<file path="src/rtl/pb_spi_slave.sv">
// pb_spi_slave: PicoBlaze port-mapped SPI responder (mode 0, MSB first, 8-bit frames).
// Registers at BASE_ADDRESS+0..3: DATA, STATUS, CTRL, CLEAR.
// Optional build macro PB_SPI_SLAVE_MISO_TRISTATE_EN: miso_o becomes an inout that is
// driven only while a frame is active and high-Z otherwise.
`timescale 1ns/1ps
module pb_spi_slave #(
  parameter logic [7:0] BASE_ADDRESS = 8'h80
) (
  input  logic       clk,
  input  logic       reset,
  input  logic [7:0] port_id,
  input  logic [7:0] data_in,
  input  logic       read_strobe,
  input  logic       write_strobe,
  output logic [7:0] data_out,
  output logic       interrupt,
  input  logic       sck_i,
  input  logic       ncs_i,
  input  logic       mosi_i,
`ifdef PB_SPI_SLAVE_MISO_TRISTATE_EN
  inout  wire        miso_o
`else
  output logic       miso_o
`endif
);

  localparam int unsigned DW = 8;
  localparam int unsigned CW = 3;

  typedef enum logic {IDLE, ACTIVE} state_t;

  state_t          state;
  logic [2:0]      sck_pipe;
  logic [2:0]      ncs_pipe;
  logic [1:0]      mosi_pipe;
  logic [DW-1:0]   rx_shift;
  logic [DW-1:0]   rx_data;
  logic [DW-1:0]   tx_hold;
  logic [DW-1:0]   tx_shift;
  logic [CW-1:0]   bit_cnt;
  logic            tx_empty;
  logic            rx_valid;
  logic            overrun;
  logic            cs_done;
  logic            reload_pend;
  logic            ie_rx;
  logic            ie_cs;
  logic            miso_r;

  logic            sck_rise, sck_fall, ncs_rise, ncs_fall;
  logic [DW-1:0]   offset;
  logic            hit;
  logic            wr_data, rd_data, wr_ctrl, wr_clear;
  logic [DW-1:0]   tx_next;
  logic [DW-1:0]   rx_next;
  logic [DW-1:0]   rd_mux;

  // Two-flop synchronisers plus one history flop for edge detection; deliberately
  // not reset so a reset inside a frame cannot fabricate a chip-select edge.
  always_ff @(posedge clk) begin
    sck_pipe  <= {sck_pipe[1:0], sck_i};
    ncs_pipe  <= {ncs_pipe[1:0], ncs_i};
    mosi_pipe <= {mosi_pipe[0], mosi_i};
  end

  assign sck_rise = sck_pipe[1] & ~sck_pipe[2];
  assign sck_fall = ~sck_pipe[1] & sck_pipe[2];
  assign ncs_rise = ncs_pipe[1] & ~ncs_pipe[2];
  assign ncs_fall = ~ncs_pipe[1] & ncs_pipe[2];

  // Address decode relative to the block base.
  assign offset   = DW'(port_id - BASE_ADDRESS);
  assign hit      = (offset < DW'(4));
  assign wr_data  = write_strobe & hit & (offset[1:0] == 2'd0);
  assign rd_data  = read_strobe  & hit & (offset[1:0] == 2'd0);
  assign wr_ctrl  = write_strobe & hit & (offset[1:0] == 2'd2);
  assign wr_clear = write_strobe & hit & (offset[1:0] == 2'd3);

  assign tx_next  = tx_empty ? DW'(0) : tx_hold;
  assign rx_next  = {rx_shift[DW-2:0], mosi_pipe[1]};

  // Read-data mux; zero when the port is outside the block.
  always_comb begin
    rd_mux = '0;
    if (hit) begin
      case (offset[1:0])
        2'd0:    rd_mux = rx_data;
        2'd1:    rd_mux = {4'b0, overrun, (state == ACTIVE), tx_empty, rx_valid};
        2'd2:    rd_mux = {6'b0, ie_cs, ie_rx};
        default: rd_mux = '0;
      endcase
    end
  end

  // Register file, frame state machine and shifters; later assignments win so
  // flag sets override clears and a DATA write overrides tx_empty from a load.
  always_ff @(posedge clk) begin
    if (reset) begin
      state       <= IDLE;
      data_out    <= '0;
      interrupt   <= 1'b0;
      miso_r      <= 1'b0;
      rx_shift    <= '0;
      rx_data     <= '0;
      tx_hold     <= '0;
      tx_shift    <= '0;
      bit_cnt     <= '0;
      tx_empty    <= 1'b1;
      rx_valid    <= 1'b0;
      overrun     <= 1'b0;
      cs_done     <= 1'b0;
      reload_pend <= 1'b0;
      ie_rx       <= 1'b0;
      ie_cs       <= 1'b0;
    end else begin
      data_out  <= rd_mux;
      interrupt <= (ie_rx & rx_valid) | (ie_cs & cs_done);
      if (wr_ctrl) {ie_cs, ie_rx} <= data_in[1:0];
      if (wr_clear && data_in[0]) overrun <= 1'b0;
      if (wr_clear && data_in[1]) cs_done <= 1'b0;
      if (rd_data) rx_valid <= 1'b0;

      case (state)
        IDLE: begin
          if (ncs_fall) begin
            state       <= ACTIVE;
            bit_cnt     <= '0;
            reload_pend <= 1'b0;
            tx_shift    <= tx_next;
            tx_empty    <= 1'b1;
            miso_r      <= tx_next[DW-1];
          end
        end
        ACTIVE: begin
          if (ncs_rise) begin
            state       <= IDLE;
            cs_done     <= 1'b1;
            miso_r      <= 1'b0;
            bit_cnt     <= '0;
            reload_pend <= 1'b0;
          end else begin
            if (sck_rise) begin
              rx_shift <= rx_next;
              bit_cnt  <= CW'(bit_cnt + CW'(1));
              if (bit_cnt == CW'(7)) begin
                rx_data     <= rx_next;
                rx_valid    <= 1'b1;
                reload_pend <= 1'b1;
                if (rx_valid && !rd_data) overrun <= 1'b1;
              end
            end
            if (sck_fall) begin
              if (reload_pend) begin
                tx_shift    <= tx_next;
                tx_empty    <= 1'b1;
                miso_r      <= tx_next[DW-1];
                reload_pend <= 1'b0;
              end else begin
                tx_shift <= {tx_shift[DW-2:0], 1'b0};
                miso_r   <= tx_shift[DW-2];
              end
            end
          end
        end
        default: state <= IDLE;
      endcase

      if (wr_data) begin
        tx_hold  <= data_in;
        tx_empty <= 1'b0;
      end
    end
  end

`ifdef PB_SPI_SLAVE_MISO_TRISTATE_EN
  assign miso_o = (state == ACTIVE) ? miso_r : 1'bz;
`else
  assign miso_o = miso_r;
`endif

endmodule
</file>
<file path="config.mk">
export PLATFORM = sky130hd
export DESIGN_NAME = pb_spi_slave
export DESIGN_NICKNAME = d
export VERILOG_FILES = /design/src/rtl/pb_spi_slave.sv
export SDC_FILE = /design/constraint.sdc
export NUM_CORES = 1
export LEC_CHECK = 0
export ABC_CLOCK_PERIOD_IN_PS = 1520
export BUFFER_PORTS_ARGS = -buffer_cell sky130_fd_sc_hd__buf_2
export CORE_MARGIN = 5
export CORE_UTILIZATION = 40
export DETAILED_ROUTE_END_ITERATION = 10
export PLACE_DENSITY = 0.7
export SLEW_MARGIN = 15
export SYNTH_ARGS = -nofsm -noshare
export SYNTH_HDL_FRONTEND = slang
export SYNTH_SLANG_ARGS = --single-unit
</file>
<file path="constraint.sdc">
create_clock -name clk -period 1.52 [get_ports clk]
set_input_delay 0.152 -clock clk [delete_from_list [all_inputs] [get_ports clk]]
set_output_delay 0.152 -clock clk [all_outputs]
set_load 0.05 [all_outputs]
</file>
== After elaboration in Yosys (flattened, before gate mapping) ==
Index checks and enable logic that the tools add are counted.
Widths: inputs -> output; s select.

* Output and inout bits: 10
* Register bits after elaboration: 59
* Word-level logic and storage cells: 113
* Input port bits: 23

* Bitwise logic cells: 20
* Reduce and logical (&&, ||, !) cells: 12
* Eq/ne operators: 13
* Multiplexer cells: 46
* $add $sub $neg: 2
* $lt $le $gt $ge: 1

{| class="wikitable"
|+ Operators by type and width
! cell !! number
|-
| $mux 1 || 31
|-
| $mux 7 || 4
|-
| $pmux 8 s3 || 1
|-
| $pmux 7 s2 || 1
|-
| $and 1x1->1 || 12
|-
| $ne 3x1->1 const B || 4
|-
| $mux 3 || 3
|-
| $lt 8x3->1 const B || 1
|-
| $mux 8 || 1
|-
| $pmux 1 s2 || 4
|-
| $reduce_and 4->1 || 2
|-
| $sub 8x8->8 const B || 1
|-
| $not 1->1 || 7
|-
| $pmux 3 s2 || 1
|-
| $reduce_and 3->1 || 2
|-
| $eq 2x2->1 const B || 2
|-
| $ne 2x2->1 const B || 2
|-
| $reduce_and 2->1 || 2
|-
| $add 3x1->3 const B || 1
|-
| $eq 3x3->1 const B || 1
|-
| $logic_and 1x1->1 || 3
|-
| $ne 3x2->1 const B || 1
|-
| $ne 3x3->1 const B || 1
|-
| $eq 2x1->1 const B || 1
|-
| 5 further kinds || 5
|}

== Depth between registers and ports, before layout ==
* Depth after elaboration: 11
* Gate-level depth with buffers: 6
* Mapped depth without buffers: 5

== Least setup slack after synthesis ==
OpenSTA, ideal clock, no wires.

* Kind: flip-flop to flip-flop
* From: reg state
* To: reg tx_shift[1]
* Cell stages (with the launch flop): 7
* Path slack: 0.178 ns
* Data required time: 1.440 ns
* Buffers on the path: 2
* Arrival: 1.263 ns
* Period minus slack after synthesis: 1.342 ns
* Library setup time: 0.080 ns
* Path through: dfxtp_1 -> or3b_1 -> buf_6 -> o41ai_4 -> buf_8 -> nor2_1 -> a211oi_2

* Word-level cells in the longest chain between the ends: 3
* Elaborated cells between the ends (all ways): 6
* Those cells by class: eq/ne (3); mux (1); bitwise (1); reduce/logical (1)

{| class="wikitable"
|+ Ends and longest elaborated chain
! item !! RTL line !! text
|-
| start: declaration || 32 || <nowiki>state_t state;</nowiki>
|-
| start signal: assignment || 99 || <nowiki>state <= IDLE;</nowiki>
|-
| start signal: assignment || 126 || <nowiki>state <= ACTIVE;</nowiki>
|-
| start signal: assignment || 136 || <nowiki>state <= IDLE;</nowiki>
|-
| $not 1->1 || n/a ||
|-
| $ne 2x2->1 (no source line) || n/a ||
|-
| $reduce_and 3->1 (no source line) || n/a ||
|-
| end signal: assignment || 129 || <nowiki>tx_shift <= tx_next;</nowiki>
|-
| end signal: assignment || 154 || <nowiki>tx_shift <= tx_next;</nowiki>
|-
| end signal: assignment || 159 || <nowiki>tx_shift <= {tx_shift[DW-2:0], 1'b0};</nowiki>
|-
| end: declaration || 39 || <nowiki>logic [DW-1:0] tx_shift;</nowiki>
|}

Several ways; a longest one is shown, not always the timed one.
A chain may end at the register's enable or synchronous reset.

== Final worst setup path ==
Ends and elaborated chain as after synthesis.

==> flow_summary.ini <==
[layout]
drive_gt1_share_pct = 27.37
finish.utilization_pct = 52.01
layoutNonFillerInstCount = 357
seqCellArea_sq_mm = 0.001182
synthToLayoutAreaGrowth_pct = 25.64
nFillCells = 502
multi_input_area_sq_mm = 0.001031
diodes = 0
nets = 306

[sta]
hold_viol = 0
max_freq_ghz = 0.6718
grt_setup_unrepaired = true
fin_crit_ns = 1.489
clock_skew_ns = 0.007274
tightest_slew_ns = 0.4655
relSlewSlack_pct = 68.86
fin_crit_sh_pct = 97.93
setup_slack_ns = 0.03140
setup_viol = 0
slew_violations = 0

[outcome]
status = finished clean

[route]
drt-pass1-iter-count = 4
routed_via_density = 4.958
drc = 0
post_drt_wl_per_cell_um = 12.47
routed_wl_um = 4453
first_iter_violations = 57
vias = 1770
final_antenna_net_count = 0

[synth]
synth_fp_nets = 258
seq_area_frac_synth_pct = 51.50
syn_area_per_cell_sq_um = 9.843
synth.area.top_cells = dfxtp_1 52%, mux2i_1 10%, nor2_1 5.1%
synthDistinctLibCells = 39
synth_area_leader_cell = dfxtp_1
ys_ff_latch = 59
syn_area_sq_mm = 0.002293
synthArstFlopShare_pct = 0
synth_top_area_share_pct = 51.50
synth_edf_count = 0
synthFlopType = dfxtp_1
syn-instance-count = 233
yosysWarnings = 0

[clock_tree]
cts_max_level = 3
insertion_delay_ns = 0.33
clockBufferDepth = 2
ctsRootBufferMaster = clkbuf_8
cts_tree = yes
cts_buffers = 9
cts_sinks = 59
clk_pin_slew_worst_paths_ns = 0.06

[floorplanning]
ios = 33
rows = 27
dieHeight_um = 85.72
die_area_sq_mm = 0.007348
core_sq_mm = 0.005540
fp.dieW_um = 85.72
start_util_pct = 41.40

[critical_path]
worstPathRequired_ns = 1.76
path_cells = buf_6 > or3b_4 > o41ai_4 > buf_12 > nor2_1 > a211oi_2
rrSetupSlack_ns = 0.03
cp_max_fo = 11
crit_arrival_ns = 1.73
crit_type = reg -> reg
endpoint_kind = flop
worstSetupStartpointType = flop
max_stage_delay_ns = 0.41
cpMaxStageDelayCell = or3b_4

[placed_design]
hpwl_um = 2998
gp_congestion = 0.7856
numPortBuffers = 32
dp.cells = 333
pre_cts_ws_ns = -0.09817

[global_route]
antenna_found_initial = 0
grtUsageTotal_pct = 12.57
overflow = 0
grt_max_degree = 49
grt_pass1_vias = 1659
grt_pass1_wl_um = 7279

[worst_hold_path]
hp-class = in -> reg

[power_and_ir_drop]
leakage_nw = 1.265
power.density_mw_per_mm2 = 1114
ir_worst_vdd_mv = 0.4971

[job]
drv_cap = 0
-- sequential cells by signal, indices dropped and copies added, names as in the netlist, 2 cells and up --
signal / count
data_out: 8
rx_data: 8
tx_hold: 8
rx_shift: 7
tx_shift: 7
bit_cnt: 3
ncs_pipe: 3
sck_pipe: 3
mosi_pipe: 2
-- logic make-up after synthesis --
group | share of synthesized area (%)
muxes | 10.04
and+or+nand+nor | 21.71
AOI/OAI and AO/OA | 11.57
adders and majority gates | 1.091
DFF | 51.50
buffers and inverters | 4.092
-- critical path: cells and delay by family, from the launching register on --
family                 cells  cell delay [ns]
AND/OR/NAND/NOR            2             0.46
flip-flops                 1             0.33
AO/OA/AOI/OAI              2             0.32
buffers and inverters      2             0.31
-- final timing paths --
kind | from | to | cells after the start
max | state$_SDFF_PP0_ | tx_shift[1]$_SDFFE_PP0P_ | 6
min | data_in[4] | tx_hold[4]$_SDFFE_PP0N_ | 3
max reg2reg | state$_SDFF_PP0_ | tx_shift[1]$_SDFFE_PP0P_ | 6
min reg2reg | mosi_pipe[0]$_DFF_P_ | mosi_pipe[1]$_DFF_P_ | 0
-- through the flow --
step / TNS (ns) / power [mW] / area [sq um] / hold slack, ns
after global routing: -0.02488 / 3.329 / 2882 / 0.06814
after global placement: -0.1272 / 1.809 / 2565 / 0.2563
after detailed placement: -0.4998 / 1.813 / 2565 / 0.2556
after CTS: 0 / 3.225 / 2830 / 0.04332
after floorplan: 0 / 1.749 / 2293 / 0.1797
final: 0 / 3.211 / 2882 / 0.05755
-- layer usage --
metal | global-route usage [%] | up-vias | wire (um)
li1 | - | 914 | -
met1 | 14.88 | 814 | 2109
met2 | 19.92 | 33 | 1992
met3 | 4.323 | 9 | 268
met4 | 6.906 | 0 | 82
met5 | 0 | - | 0
-- Yosys cell counts, drive strengths merged, types with 4 or more instances --
cell type	n
a211oi	6
a21oi	19
and2	4
buf	10
clkbuf	5
dfxtp	59
mux2i	23
nand2	19
nand3	4
nand4	5
nor2	31
nor2b	5
nor3b	8
nor4	4
o21ai	6
-- cell usage in the layout, fill, tap and decap left out, types with 3 or more instances in the layout --
| master | Yosys | layout |
|---|---|---|
| nand4_1 | 5 | 5 |
| o21ai_0 | 6 | 6 |
| a21oi_1 | 19 | 19 |
| nor3b_1 | 8 | 7 |
| nor4_1 | 4 | 4 |
| nor2b_1 | 5 | 4 |
| mux2i_1 | 23 | 23 |
| buf_12 | 0 | 3 |
| nand3_1 | 4 | 4 |
| nor2_1 | 31 | 31 |
| nor3_1 | 3 | 3 |
| nand2_1 | 19 | 19 |
| dfxtp_1 | 59 | 58 |
| a211oi_2 | 4 | 4 |
| dlygate4sd3_1 | 0 | 3 |
| buf_4 | 1 | 12 |
| clkbuf_8 | 0 | 11 |
| buf_2 | 6 | 32 |
-- area by class of cell --
class	count	share of cell area, %
inverters	2	0.2605
well taps	72	3.126
multi-input cells	157	35.78
clock buffers	13	5.515
flip-flops and latches	59	41.03
clock inverters	2	1.216
repair buffers	52	13.07
-- repair_timing --
| item | in CTS | in global routing |
|---|---|---|
| hold buffers | 3 | 0 |
| gates cloned | 0 | 1 |
| endpoints found under the setup margin | 7 | 24 |
| resized for setup | 2 | 6 |
| pin swaps | 1 | 2 |
| hold endpoints to repair | 3 | 0 |
| setup buffers | 3 | 2 |
-- power by group --
| group | total (mW) | switching [mW] | internal [mW] |
|---|---|---|---|
| Sequential | 1.59 | 0.0166 | 1.58 |
| Clock | 1.39 | 0.556 | 0.836 |
| Combinational | 0.227 | 0.118 | 0.109 |
| Total | 3.21 | 0.690 | 2.52 |
No activity file was read; power rests on OpenSTA's default activity.
